[config.mk]
export PLATFORM = sky130hd
export DESIGN_NAME = regfile_wport_arbiter
export DESIGN_NICKNAME = d
export VERILOG_FILES = /design/src/rtl/regfile_wport_arbiter.sv
export SDC_FILE = /design/constraint.sdc
export NUM_CORES = 1
export LEC_CHECK = 0
export ABC_AREA = 1
export CORE_AREA = 2 2 61 63
export CTS_CLUSTER_DIAMETER = 30
export DETAILED_ROUTE_END_ITERATION = 10
export DIE_AREA = 0 0 63 65
export GPL_ROUTABILITY_DRIVEN = 0
export PLACE_DENSITY = 0.91
export SLEW_MARGIN = 20
export SYNTH_ARGS = -nofsm -noshare
export SYNTH_HDL_FRONTEND = slang
export SYNTH_SLANG_ARGS = --single-unit
[constraint.sdc]
create_clock -name clk -period 2.7 [get_ports clk]
set_input_delay 0.54 -clock clk [delete_from_list [all_inputs] [get_ports clk]]
set_output_delay 0.54 -clock clk [all_outputs]
set_load 0.05 [all_outputs]
[src/rtl/regfile_wport_arbiter.sv]
// regfile_wport_arbiter
// Shares the register-file write port between execute writeback (requester 0)
// and load returns (requester 1). After reset it optionally zero-fills every
// register through the same port, then grants requests round-robin with a
// valid/ready handshake.
//
// Ports
//   clk, rst                 clock, synchronous active-high reset
//   req0_valid/reg/data      execute writeback request
//   req0_ready               requester 0 accepted this cycle
//   req1_valid/reg/data      load-return writeback request
//   req1_ready               requester 1 accepted this cycle
//   wr_en, wr_reg, wr_data   registered register-file write port
//   init_done                registered, high once initialisation finished
//
// state   | meaning
// --------+-------------------------------------------------------------
// ST_INIT | zero-fill in progress (or one idle edge when INIT_CLEAR=0)
// ST_RUN  | arbitrating writeback requests
module regfile_wport_arbiter #(
    parameter int DATA_W     = 16,
    parameter int REG_W      = 4,
    parameter bit INIT_CLEAR = 1'b1
) (
    input  logic              clk,
    input  logic              rst,
    input  logic              req0_valid,
    input  logic [REG_W-1:0]  req0_reg,
    input  logic [DATA_W-1:0] req0_data,
    output logic              req0_ready,
    input  logic              req1_valid,
    input  logic [REG_W-1:0]  req1_reg,
    input  logic [DATA_W-1:0] req1_data,
    output logic              req1_ready,
    output logic              wr_en,
    output logic [REG_W-1:0]  wr_reg,
    output logic [DATA_W-1:0] wr_data,
    output logic              init_done
);

    // Highest register index, NREGS-1.
    localparam logic [REG_W-1:0] LAST_REG = '1;

    typedef enum logic {
        ST_INIT = 1'b0,
        ST_RUN  = 1'b1
    } state_t;

    state_t            state;
    state_t            state_nxt;
    logic [REG_W-1:0]  init_cnt;
    logic [REG_W-1:0]  init_cnt_nxt;
    logic              last_grant;
    logic              last_grant_nxt;
    logic              grant0;
    logic              grant1;
    logic              wr_en_nxt;
    logic [REG_W-1:0]  wr_reg_nxt;
    logic [DATA_W-1:0] wr_data_nxt;
    logic              init_done_nxt;

    // State register and registered write port.
    always_ff @(posedge clk) begin
        if (rst) begin
            state      <= ST_INIT;
            init_cnt   <= '0;
            last_grant <= 1'b1;   // first tie after reset goes to requester 0
            wr_en      <= 1'b0;
            wr_reg     <= '0;
            wr_data    <= '0;
            init_done  <= 1'b0;
        end else begin
            state      <= state_nxt;
            init_cnt   <= init_cnt_nxt;
            last_grant <= last_grant_nxt;
            wr_en      <= wr_en_nxt;
            wr_reg     <= wr_reg_nxt;
            wr_data    <= wr_data_nxt;
            init_done  <= init_done_nxt;
        end
    end

    // Next-state logic.
    always_comb begin
        state_nxt = state;
        case (state)
            ST_INIT: begin
                if (!INIT_CLEAR || (init_cnt == LAST_REG)) begin
                    state_nxt = ST_RUN;
                end
            end
            ST_RUN: begin
                state_nxt = ST_RUN;
            end
        endcase
    end

    // Grant, handshake and next write-port values.
    always_comb begin
        grant0 = 1'b0;
        grant1 = 1'b0;
        // Ready is held low while rst is asserted, even before the reset edge
        // has pulled the state back to ST_INIT.
        if ((state == ST_RUN) && !rst) begin
            if (req0_valid && req1_valid) begin
                grant0 = last_grant;
                grant1 = !last_grant;
            end else begin
                grant0 = req0_valid;
                grant1 = req1_valid;
            end
        end
        req0_ready = grant0;
        req1_ready = grant1;

        init_cnt_nxt   = init_cnt;
        last_grant_nxt = last_grant;
        wr_en_nxt      = 1'b0;
        wr_reg_nxt     = wr_reg;
        wr_data_nxt    = wr_data;
        init_done_nxt  = init_done;

        case (state)
            ST_INIT: begin
                init_done_nxt = !INIT_CLEAR || (init_cnt == LAST_REG);
                if (INIT_CLEAR) begin
                    wr_en_nxt    = 1'b1;
                    wr_reg_nxt   = init_cnt;
                    wr_data_nxt  = '0;
                    init_cnt_nxt = init_cnt + 1'b1;
                end
            end
            ST_RUN: begin
                if (grant0) begin
                    wr_en_nxt      = 1'b1;
                    wr_reg_nxt     = req0_reg;
                    wr_data_nxt    = req0_data;
                    last_grant_nxt = 1'b0;
                end else if (grant1) begin
                    wr_en_nxt      = 1'b1;
                    wr_reg_nxt     = req1_reg;
                    wr_data_nxt    = req1_data;
                    last_grant_nxt = 1'b1;
                end
            end
        endcase
    end

endmodule

# Word level (Yosys, flattened, before mapping)
# Index checks and enable logic that the tools add are counted.
[totals]
register_bits = 28
out_inout_bits = 24
word_cells = 34
[classes]
n_mux = 17
n_addsub = 1
bitwise = 1
n_eq_ne = 2
reduce_logical = 6
[ops]
columns = ["op", "count"]
rows = [
  ["two-way mux 16 bit", 2],
  ["case mux 16 bit (2 select lines)", 1],
  ["two-way mux 1 bit", 9],
  ["two-way mux 4 bit", 2],
  ["case mux 4 bit (2 select lines)", 1],
  ["adder 4 x 1 -> 4 bit (second input constant)", 1],
  ["== test 4 bit (second input constant)", 1],
  ["case mux 1 bit (2 select lines)", 2],
  ["inequality test 3 bit (second input constant)", 1],
  ["logical AND 1 bit", 2],
  ["zero test 1 bit", 2],
  ["AND reduction 2 bit", 1],
  ["nonzero test 2 bit", 1],
  ["inverter 1 bit", 1],
]

# Logic depth before layout (Yosys ltp)
# Gate-level depths: netlist of run 1.
[depth]
depth_word = 6
depth_mapped = 8
mapped_depth_nobuf = 7

# Worst setup path before layout of run 1
# OpenSTA, ideal clock, no wires.
[synth_path]
path_kind = "input port to output port"
start = "input req0_valid"
end = "output req1_ready"
cell_stages = 2
arrival_ps = 1564
setup_slack_ps = 596
required_time_ps = 2160
path_cell_list = "clkbuf_1 -> a21oi_1"
[synth_via]
elab_chain_cells = 3
[synth_lines]
columns = ["item", "line", "text"]
rows = [
  ["from (decl)", "27", "input logic req0_valid,"],
  ["logical AND 1 bit", "105", "if (req0_valid && req1_valid) begin"],
  ["two-way mux 1 bit", "105", ""],
  ["two-way mux 1 bit", "104", "if ((state == ST_RUN) && !rst) begin"],
  ["to (decl)", "34", "output logic req1_ready,"],
]
# No other way between the ends.

# Final worst setup path of run 1
[layout_path]
start = "input rst"
end = "output req1_ready"
[layout_via]
elab_chain_cells = 3
[layout_lines]
columns = ["item", "line", "text"]
rows = [
  ["from (decl)", "26", "input logic rst,"],
  ["zero test 1 bit", "104", ""],
  ["logical AND 1 bit", "104", ""],
  ["two-way mux 1 bit", "104", ""],
]
# No other way between the ends.

==> results of run 1 <==
[metal layers]
| metal | GRT usage, % | vias to the layer above | part of all wire [%] |
|---|---|---|---|
| met2 | 34.3 | 49 | 54 |
| li1 | - | 768 | - |
| met4 | 5.00 | 0 | 0.41 |
| met1 | 20.2 | 673 | 39 |
| met3 | 5.21 | 2 | 7.0 |
| met5 | 0 | - | 0 |
[layout make-up]
cell class                      instances  area [µm²]  share of cell area, %
Sequential cell                        28         561                   25.7
Tap cell                               48        60.1                   2.76
Multi-Input combinational cell        122         649                   29.8
Inverter                               37         143                   6.55
Timing Repair Buffer                   72         728                   33.4
Clock buffer                            4        36.3                   1.67
[path summary, 6_finish.rpt]
kind | from | to | slack, ns
max | rst | req1_ready | 0.24
min reg2reg | wr_data[1] | wr_data[1] | 0.48
min | wr_data[1] | wr_data[1] | 0.48
max reg2reg | state | wr_data[3] | 1.04
[critical path, delay by kind of cell]
family / cells / cell delay [ns]
buf+inv: 3 / 0.96
simple gates: 1 / 0.11
compound gates: 1 / 0.30
[stage by stage]
step                      power (mW)  utilization (%)
after CTS                      0.747             62.3
final                          0.738             62.3
after global placement         0.547             61.2
after floorplan                0.470                -
after global routing           0.778             62.3
after detailed placement       0.550             61.2
[power breakdown]
group / internal, mW / total, mW / switching (mW) / leakage [nW]
clock network: 0.0823 / 0.197 / 0.114 / 0.0210
logic: 0.0706 / 0.117 / 0.0464 / 0.651
registers: 0.420 / 0.424 / 0.00392 / 0.227
total: 0.573 / 0.738 / 0.165 / 0.899
[Yosys cell counts]
master / n
inv_1: 32
dfxtp_1: 28
nand2_1: 23
nor2_1: 19
nand3_1: 18
a21oi_1: 15
o21ai_0: 14
o21ai_1: 11
nand4_1: 9
buf_6: 3
inv_2: 3
nand3_4: 3
nor3_1: 3
a21oi_2: 2
buf_2: 2
clkbuf_1: 2
buf_4: 1
clkinv_2: 1
ha_1: 1
inv_4: 1
nand2_4: 1
nand3_2: 1
nor2_8: 1
o22ai_1: 1
[placed cells by master (no fill, tap or decap), types with 2 or more instances in the layout]
cell | Yosys | final
clkdlybuf4s50_1 | 0 | 65
inv_1 | 32 | 32
dfxtp_1 | 28 | 28
nand2_1 | 23 | 23
nor2_1 | 19 | 19
nand3_1 | 18 | 18
a21oi_1 | 15 | 15
o21ai_0 | 14 | 14
o21ai_1 | 11 | 11
nand4_1 | 9 | 9
buf_4 | 1 | 5
inv_2 | 3 | 3
nand3_4 | 3 | 3
nor3_1 | 3 | 3
clkbuf_4 | 0 | 3
a21oi_2 | 2 | 2
buf_12 | 0 | 2
[cells by family (layout without fill, tap and decap cells)]
| family | count (synthesis) | after routing | share of synthesized area [%] |
|---|---|---|---|
| DFF | 28 | 28 | 39.7 |
| AOI/OAI and AO/OA | 43 | 43 | 15.9 |
| buffers and inverters | 45 | 113 | 14.3 |
| and+or+nand+nor | 78 | 78 | 29.3 |
| adders and majority gates | 1 | 1 | 0.886 |
==> run metrics, run 1 <==
status=finished, final reports clean; sequential-to-total area share from yosys stat=approximately 40%; core footprint=0.00350 mm²; Worst Hold Class=reg2reg; skew final=0.00166 ns; minimum clock period=around 2.5 ns; Post-Syn Instances=195; Worst-path clk slew=0.14 ns; synthesized area=0.00141 mm²; initial antenna violation count=0; first-pass GRT wire length=about 6000 µm; WL final=3640 µm; Clock Tree Root=clkbuf_4; global route overflow=0; Die Wd=63 µm; Final Hold Fails=0; crit start category=input pin; worst path cell trace=clkdlybuf4s50_1, inv_4, nand3_4, a21oi_1, buf_12; pre-CTS setup slack=0.232 ns; Critical Path Fanout Max=10; hold buffers post-CTS=0; Worst-Skew Late Latency=0.31 ns; FILL cells=335; H-tree depth=1; CTS Buffer Depth=2; total CTS buffers=3; top cells by area, synth=dfxtp_1 (40%), inv_1 (8.5%), nand3_1 (6.4%); DIE HEIGHT=approximately 65 µm; Mapped Nets=240; max reg flops=16; RSZ-0062 raised after global routing=false; Largest stage delay, worst path=0.58 ns; top-area cell type share of the netlist area=39.7%; dpl cell area=0.00214 mm²; num rows=22; I/O Pins=68; post_cts resized=0; full die area=0.00410 mm²; final setup vio count=0; DRC Markers=0; post-CTS setup buffers=0; layout cells sized above 1=9.13%; f_max=slightly above 400 MHz; final hold slack=slightly below 0.5 ns; Slew @ Worst Pin=0.547 ns; yosys warns=0; Final ANT Viol Nets=0; CTS tree=yes; post-synthesis cell type count=24; slowest stage cell on the critical path=clkdlybuf4s50_1; largest net degree at the start of global routing=25; pwr dens=339 mW/mm²; Data arrival, critical path=roughly 1.9 ns; Tot GR Track Use=18.4%; Final Cycle Share=just over 90%; Wirelength per Cell=between 10 and 15 µm; Layout Cells excl Fill=around 310; Placed Instances=307; final setup margin=approximately 0.24 ns; r2r worst-path depth=7; Synth Register Bits=28; hold depth=2; dominant cell type by area after synthesis=dfxtp_1; routed via count=1492; placed wire-length estimate=2870 µm; max_cap viols=0; synthesized area per cell=7.24 µm²; crit end category=output port; Clock Sinks=28; Max VDD drop=0.000152 V; Total Nets Final=309; cell area after layout=~0.0022 mm²; Slew Limit Fails=0; Lkg Pwr=about 0.90 nW; First-pass DRT Iterations=4; PortBufs=67; via density per instance=4.80; number of diodes=0; vias in the first global route=1386; Setup TNS Final=0 ns; drt initial violations=76; initial core utilization=roughly two fifths; synth-to-layout area growth=54.3%; Rel. slew slack=between 60% and 70%; critical path required time=2.16 ns; CP Class=in2out
No activity file was read; power rests on OpenSTA's default activity.
==> run 2, diff against run 1 <==
--- a/config.mk
+++ b/config.mk
@@ -5,11 +5,11 @@
 export SDC_FILE = /design/constraint.sdc
 export NUM_CORES = 1
 export LEC_CHECK = 0
-export ABC_AREA = 1
-export CORE_AREA = 2 2 61 63
+export ABC_CLOCK_PERIOD_IN_PS = 2700
+export CORE_AREA = 2 2 59 61
 export CTS_CLUSTER_DIAMETER = 30
 export DETAILED_ROUTE_END_ITERATION = 10
-export DIE_AREA = 0 0 63 65
+export DIE_AREA = 0 0 61 63
 export GPL_ROUTABILITY_DRIVEN = 0
 export PLACE_DENSITY = 0.91
 export SLEW_MARGIN = 20
==> run metrics, run 2 <==
vias in the first global route=1091 (was 1386); post_cts resized=0 (unchanged); skew final=0.00918 ns (was 0.00166 ns); most common cell after layout, fill and taps aside=clkdlybuf4s50_1 (unchanged); CTS Buffer Depth=2 (unchanged); commonest cells in the netlist=dfxtp_1 (28), mux2i_1 (21), nand2_1 (16), o21ai_1 (16), and2_1 (8) (was inv_1 (32), dfxtp_1 (28), nand2_1 (23), nor2_1 (19), nand3_1 (18)); pwr dens=379 mW/mm² (was 339 mW/mm²); async set-or-reset flop fraction in the synthesized netlist=0% (unchanged); max_cap viols=0 (unchanged); RSZ-0062 raised after global routing=false (unchanged); hold wc startpoint=wr_data[0] (was wr_data[1]); top-area cell type share of the netlist area=44.4% (was 39.7%); minimum clock period=2.25 ns (was 2.46 ns); top cells by area, synth=dfxtp_1 (44%), mux2i_1 (17%), o21ai_1 (6.3%) (was dfxtp_1 (40%), inv_1 (8.5%), nand3_1 (6.4%)); CTS tree=yes (unchanged); drt initial violations=36 (was 76); DIE HEIGHT=63 µm (was 65 µm); H-tree depth=1 (unchanged); Final Hold Fails=0 (unchanged); Tot GR Track Use=16.1% (was 18.4%); Post-synth EDFFs=0 (unchanged); DRC Markers=0 (unchanged); adder-cell area share of the yosys netlist=0.991% (was 0.887%); Die Wd=61 µm (was 63 µm); I/O Pins=68 (unchanged); Clock Tree Root=clkbuf_4 (unchanged); via density per instance=4.78 (was 4.80); WL final=2990 µm (was 3640 µm); Reg2Reg Launch Point=state (unchanged); Mapped Nets=180 (was 240); global route overflow=0 (unchanged); PortBufs=67 (unchanged); Data arrival, critical path=1.71 ns (was 1.92 ns); Lkg Pwr=0.776 nW (was 0.899 nW); most frequent cells in the layout=clkdlybuf4s50_1 (65), dfxtp_1 (28), mux2i_1 (21) (was clkdlybuf4s50_1 (65), inv_1 (32), dfxtp_1 (28)); sequential-to-total area share from yosys stat=44.4% (was 39.7%); placed wire-length estimate=2380 µm (was 2870 µm); Compound-Gate Fraction of Synth Area=13.4% (was 15.9%); Slew @ Worst Pin=0.586 ns (was 0.547 ns); hold buffers post-CTS=0 (unchanged); f_max=445 MHz (was 406 MHz); simple-gate area share of the yosys netlist=17.9% (was 29.3%); initial core utilization=39.1% (was 40.4%); Rel. slew slack=60.8% (was 63.5%); critical path required time=2.16 ns (about the same); synthesized area per cell=9.35 µm² (was 7.24 µm²); number of diodes=0 (unchanged); initial antenna violation count=0 (unchanged); Final ANT Viol Nets=0 (unchanged); crit end category=output port (unchanged); mux cell area share after synthesis=17.5% (was 0%); Post-Syn Instances=135 (was 195); final setup vio count=0 (unchanged); layout cells sized above 1=7.92% (was 9.13%); Slew Limit Fails=0 (unchanged); CP Class=in2out (unchanged); R2R setup slack=0.96 ns (was 1.04 ns); dpl cell area=0.00198 mm² (was 0.00214 mm²); slowest stage cell on the critical path=clkdlybuf4s50_1 (unchanged); post-CTS setup buffers=0 (unchanged); core footprint=0.00323 mm² (was 0.00350 mm²); worst path cell trace=clkdlybuf4s50_1, nand2b_2, a211oi_1, buf_12 (was clkdlybuf4s50_1, inv_4, nand3_4, a21oi_1, buf_12); synth-to-layout area growth=59.5% (was 54.3%); first-pass GRT wire length=4710 µm (was 6010 µm); Synth Register Bits=28 (unchanged); First-pass DRT Iterations=2 (was 4); r2r worst-path depth=5 (was 7); crit start category=input pin (unchanged); Worst Hold Class=reg2reg (unchanged); Worst-path clk slew=0.14 ns (about the same); dominant cell type by area after synthesis=dfxtp_1 (unchanged); Top FF cell, synth=dfxtp_1 (unchanged); Setup TNS Final=0 ns (unchanged); Final Cycle Share=83.2% (was 91.1%); synthesized area=0.00126 mm² (was 0.00141 mm²); cell area after layout=0.00201 mm² (was 0.00218 mm²); largest net degree at the start of global routing=21 (was 25); Max VDD drop=0.000319 V (was 0.000152 V); Pwr Total=0.764 mW (was 0.738 mW); Total Nets Final=248 (was 309); Critical Path Fanout Max=2 (was 10); max reg flops=16 (unchanged); Wirelength per Cell=12.1 µm (was 11.7 µm); Largest stage delay, worst path=0.41 ns (was 0.58 ns); Min-Delay Endpoint=wr_data[0] (was wr_data[1]); Worst-Skew Late Latency=0.32 ns (was 0.31 ns); end of the worst register-to-register path=wr_data[15] (was wr_data[3]); full die area=0.00384 mm² (was 0.00410 mm²); total CTS buffers=3 (unchanged); post-synthesis cell type count=29 (was 24); hold depth=2 (unchanged); Clock Sinks=28 (unchanged); largest family of logic cells by synthesized area=simple AND/OR/NAND/NOR gates (unchanged); Post-Synth XOR/XNOR Area=1.39% (was 0%); count leader, synth=dfxtp_1 (was inv_1); num rows=21 (was 22); status=finished, final reports clean (unchanged); yosys warns=0 (unchanged); routed via count=1185 (was 1492)
[run 2: cell families (layout without fill, tap and decap cells)]
kind of cell               after synthesis  in the layout
buffers and inverters                    9             76
DFF                                     28             28
xor gates and xnor gates                 2              2
and+or+nand+nor                         43             43
AOI/OAI and AO/OA                       30             30
muxes                                   22             22
adders and majority gates                1              1
[run 2: metal layers]
| metal | wire [µm] | GRT usage (%) | up-vias | share of wire (%) |
|---|---|---|---|---|
| met5 | 0 | 0 | - | 0 |
| met4 | 16 | 5.43 | 0 | 0.54 |
| met3 | 171 | 3.11 | 2 | 5.7 |
| met2 | 1470 | 27.6 | 34 | 49 |
| met1 | 1330 | 19.4 | 543 | 45 |
| li1 | - | - | 606 | - |
[run 2: power breakdown]
| group | internal [mW] | total (mW) | switching, mW |
|---|---|---|---|
| Clock | 0.0824 | 0.198 | 0.116 |
| Combinational | 0.0884 | 0.140 | 0.0515 |
| Sequential | 0.421 | 0.426 | 0.00511 |
| Total | 0.591 | 0.764 | 0.172 |
[run 2: final cells by class]
type / count / area [µm²]
fillers: 275 / 1220
inverters: 1 / 3.75
repair buffers: 71 / 708
clock buffers: 4 / 36.3
multi-input cells: 98 / 647
flip-flops and latches: 28 / 561
well taps: 46 / 57.6
[run 2: worst max-delay path by stage]
| stage | start | endpoint | cells past startpoint |
|---|---|---|---|
| finish | rst | req1_ready | 4 |
| global route | state | req1_ready | 3 |
| CTS | rst | req1_ready | 4 |
| detailed placement | rst | req1_ready | 4 |
| global placement | rst | req1_ready | 4 |
| floorplan | rst | req1_ready | 3 |
[run 2: metrics by stage]
step	std cells	utilization, %	hold slack (ns)	worst slack [ns]
floorplan	135	-	0.489	0.00940
global placement	244	61.2	0.434	0.436
detailed placement	244	61.2	0.441	0.441
CTS	248	62.3	0.460	0.441
global route	248	62.3	0.475	0.338
finish	248	62.3	0.455	0.454
[run 2: worst max-delay path: cells and delay by family]
kind | cells | cell delay [ns]
simple gates | 1 | 0.19
compound gates | 1 | 0.37
buf+inv | 2 | 0.60
==> run 3, diff against run 2 <==
--- a/config.mk
+++ b/config.mk
@@ -5,13 +5,13 @@
 export SDC_FILE = /design/constraint.sdc
 export NUM_CORES = 1
 export LEC_CHECK = 0
-export ABC_CLOCK_PERIOD_IN_PS = 2700
-export CORE_AREA = 2 2 59 61
+export ABC_CLOCK_PERIOD_IN_PS = 1900
+export CORE_AREA = 2 2 64 66
 export CTS_CLUSTER_DIAMETER = 30
 export DETAILED_ROUTE_END_ITERATION = 10
-export DIE_AREA = 0 0 61 63
+export DIE_AREA = 0 0 66 68
 export GPL_ROUTABILITY_DRIVEN = 0
-export PLACE_DENSITY = 0.91
+export PLACE_DENSITY = 0.83
 export SLEW_MARGIN = 20
 export SYNTH_ARGS = -nofsm -noshare
 export SYNTH_HDL_FRONTEND = slang
==> constraint.sdc (replaced) <==
create_clock -name clk -period 1.9 [get_ports clk]
set_input_delay 0.38 -clock clk [delete_from_list [all_inputs] [get_ports clk]]
set_output_delay 0.38 -clock clk [all_outputs]
set_load 0.05 [all_outputs]
==> run metrics, run 3 (synthesized netlist as in run 2, its figures left out) <==
Lkg Pwr=0.816 nW (was 0.776 nW); Layout Cells excl Fill=257 (was 248); crit start category=input pin (unchanged); post-layout util=54.1% (was 62.3%); Worst-path clk slew=0.08 ns (was 0.14 ns); skew final=0.00696 ns (was 0.00918 ns); Worst Hold Class=reg2reg (unchanged); Worst-Skew Late Latency=0.26 ns (was 0.32 ns); CTS Buffer Depth=2 (unchanged); core footprint=0.00386 mm² (was 0.00323 mm²); Rel. slew slack=65.9% (was 60.8%); drt initial violations=50 (was 36); grt met3 use=3.13% (was 3.11%); CP Class=in2out (unchanged); post-CTS setup buffers=0 (unchanged); synth-to-layout area growth=65.3% (was 59.5%); H-tree depth=1 (unchanged); crit end category=output port (unchanged); vias in the first global route=1067 (was 1091); hold buffers post-CTS=0 (unchanged); PortBufs=67 (unchanged); DRC Markers=0 (unchanged); Clock Tree Root=clkbuf_8 (was clkbuf_4); most common cell after layout, fill and taps aside=clkdlybuf4s50_1 (unchanged); Worst Path Buf+Inv=2 (unchanged); Wirelength per Cell=11.7 µm (was 12.1 µm); Total Nets Final=253 (was 248); minimum clock period=between 1.5 and 2 ns; most frequent cells in the layout=clkdlybuf4s50_1 (63), dfxtp_1 (28), mux2i_1 (21) (was clkdlybuf4s50_1 (65), dfxtp_1 (28), mux2i_1 (21)); initial core utilization=32.7% (was 39.1%); Final ANT Viol Nets=0 (unchanged); Slew @ Worst Pin=0.509 ns (was 0.586 ns); Slew Limit Fails=0 (unchanged); R2R setup slack=0.59 ns (was 0.96 ns); grt met1 use=16.5% (was 19.4%); final setup margin=0.0433 ns (was 0.454 ns); Data arrival, critical path=1.48 ns (was 1.71 ns); number of diodes=0 (unchanged); post_cts resized=0 (unchanged); Largest stage delay, worst path=0.41 ns (about the same); Die Wd=66 µm (was 61 µm); global route overflow=0 (unchanged); initial antenna violation count=0 (unchanged); layout cells sized above 1=11.6% (was 7.92%); cell area after layout=0.00209 mm² (was 0.00201 mm²); First-pass DRT Iterations=2 (unchanged); max_cap viols=0 (unchanged); worst path cell trace=clkdlybuf4s50_1, nand2b_2, a211oi_2, buf_12 (was clkdlybuf4s50_1, nand2b_2, a211oi_1, buf_12); Final Cycle Share=97.7%; DIE HEIGHT=68 µm (was 63 µm); Placed Instances=253 (was 244); Max VDD drop=0.000324 V (was 0.000319 V); Pwr Total=1.16 mW (was 0.764 mW); routed via count=1165 (was 1185); crit-path leading delay family=buffers and inverters (unchanged); first-pass GRT wire length=4790 µm (was 4710 µm); dpl cell area=0.00203 mm² (was 0.00198 mm²); f_max=539 MHz; pre-CTS setup slack=0.0321 ns (was 0.441 ns); Tot GR Track Use=13.8% (was 16.1%); final hold slack=0.450 ns (was 0.455 ns); final setup vio count=0 (unchanged); status=finished, final reports clean (unchanged); largest net degree at the start of global routing=17 (was 21); CTS tree=yes (unchanged); placed wire-length estimate=2360 µm (was 2380 µm); Final Hold Fails=0 (unchanged); pwr dens=555 mW/mm² (was 379 mW/mm²); RSZ-0062 raised after global routing=false (unchanged); Clock Sinks=28 (unchanged); I/O Pins=68 (unchanged); full die area=0.00449 mm² (was 0.00384 mm²); critical path required time=1.52 ns (was 2.16 ns); num rows=23 (was 21); most used routing layer=met2 (unchanged); via density per instance=4.53 (was 4.78); max reg flops=16 (unchanged); total CTS buffers=3 (unchanged); grt met2 use=25.1% (was 27.6%); slowest stage cell on the critical path=clkdlybuf4s50_1 (unchanged); WL final=3010 µm (was 2990 µm); Setup TNS Final=0 ns (unchanged); Critical Path Fanout Max=4 (was 2)
## run 3: cell count changes in the layout (fill, tap and decap cells not counted)
cell,change
a211oi_1,-1
buf_12,+1
clkbuf_4,-3
buf_4,+6
a211oi_2,+1
clkdlybuf4s50_1,-2
clkbuf_8,+3
## run 3: report_power, final
part / internal [mW] / switching [mW] / leakage [nW]
logic: 0.130 / 0.0747 / 0.561
registers: 0.597 / 0.00714 / 0.227
clock network: 0.185 / 0.166 / 0.0288
total: 0.911 / 0.248 / 0.816
## run 3: final timing paths
| kind | start | end | cells after the start |
|---|---|---|---|
| min reg2reg | wr_data[13] | wr_data[13] | 2 |
| min | wr_data[13] | wr_data[13] | 2 |
| max | rst | req1_ready | 4 |
| max reg2reg | last_grant | wr_data[12] | 4 |
## run 3: routing by layer
| metal | share of wire, % | wire length [µm] |
|---|---|---|
| met1 | 44 | 1320 |
| met2 | 49 | 1480 |
| met3 | 6.2 | 186 |
| met4 | 0.63 | 19 |
| met5 | 0 | 0 |
## run 3: worst min-delay path, cell delays in order, from the launching register on
cell and delay, ns:
dfxtp_1 0.31, nand2_1 0.05, o21ai_1 0.05
## run 3: layout make-up
| class | count | area, µm² |
|---|---|---|
| fill | 354 | 1770 |
| tap | 50 | 62.6 |
| inverter | 1 | 3.75 |
| sequential | 28 | 561 |
| multi-input combinational | 98 | 652 |
| clock buffer | 4 | 55.1 |
| timing repair buffer | 76 | 753 |
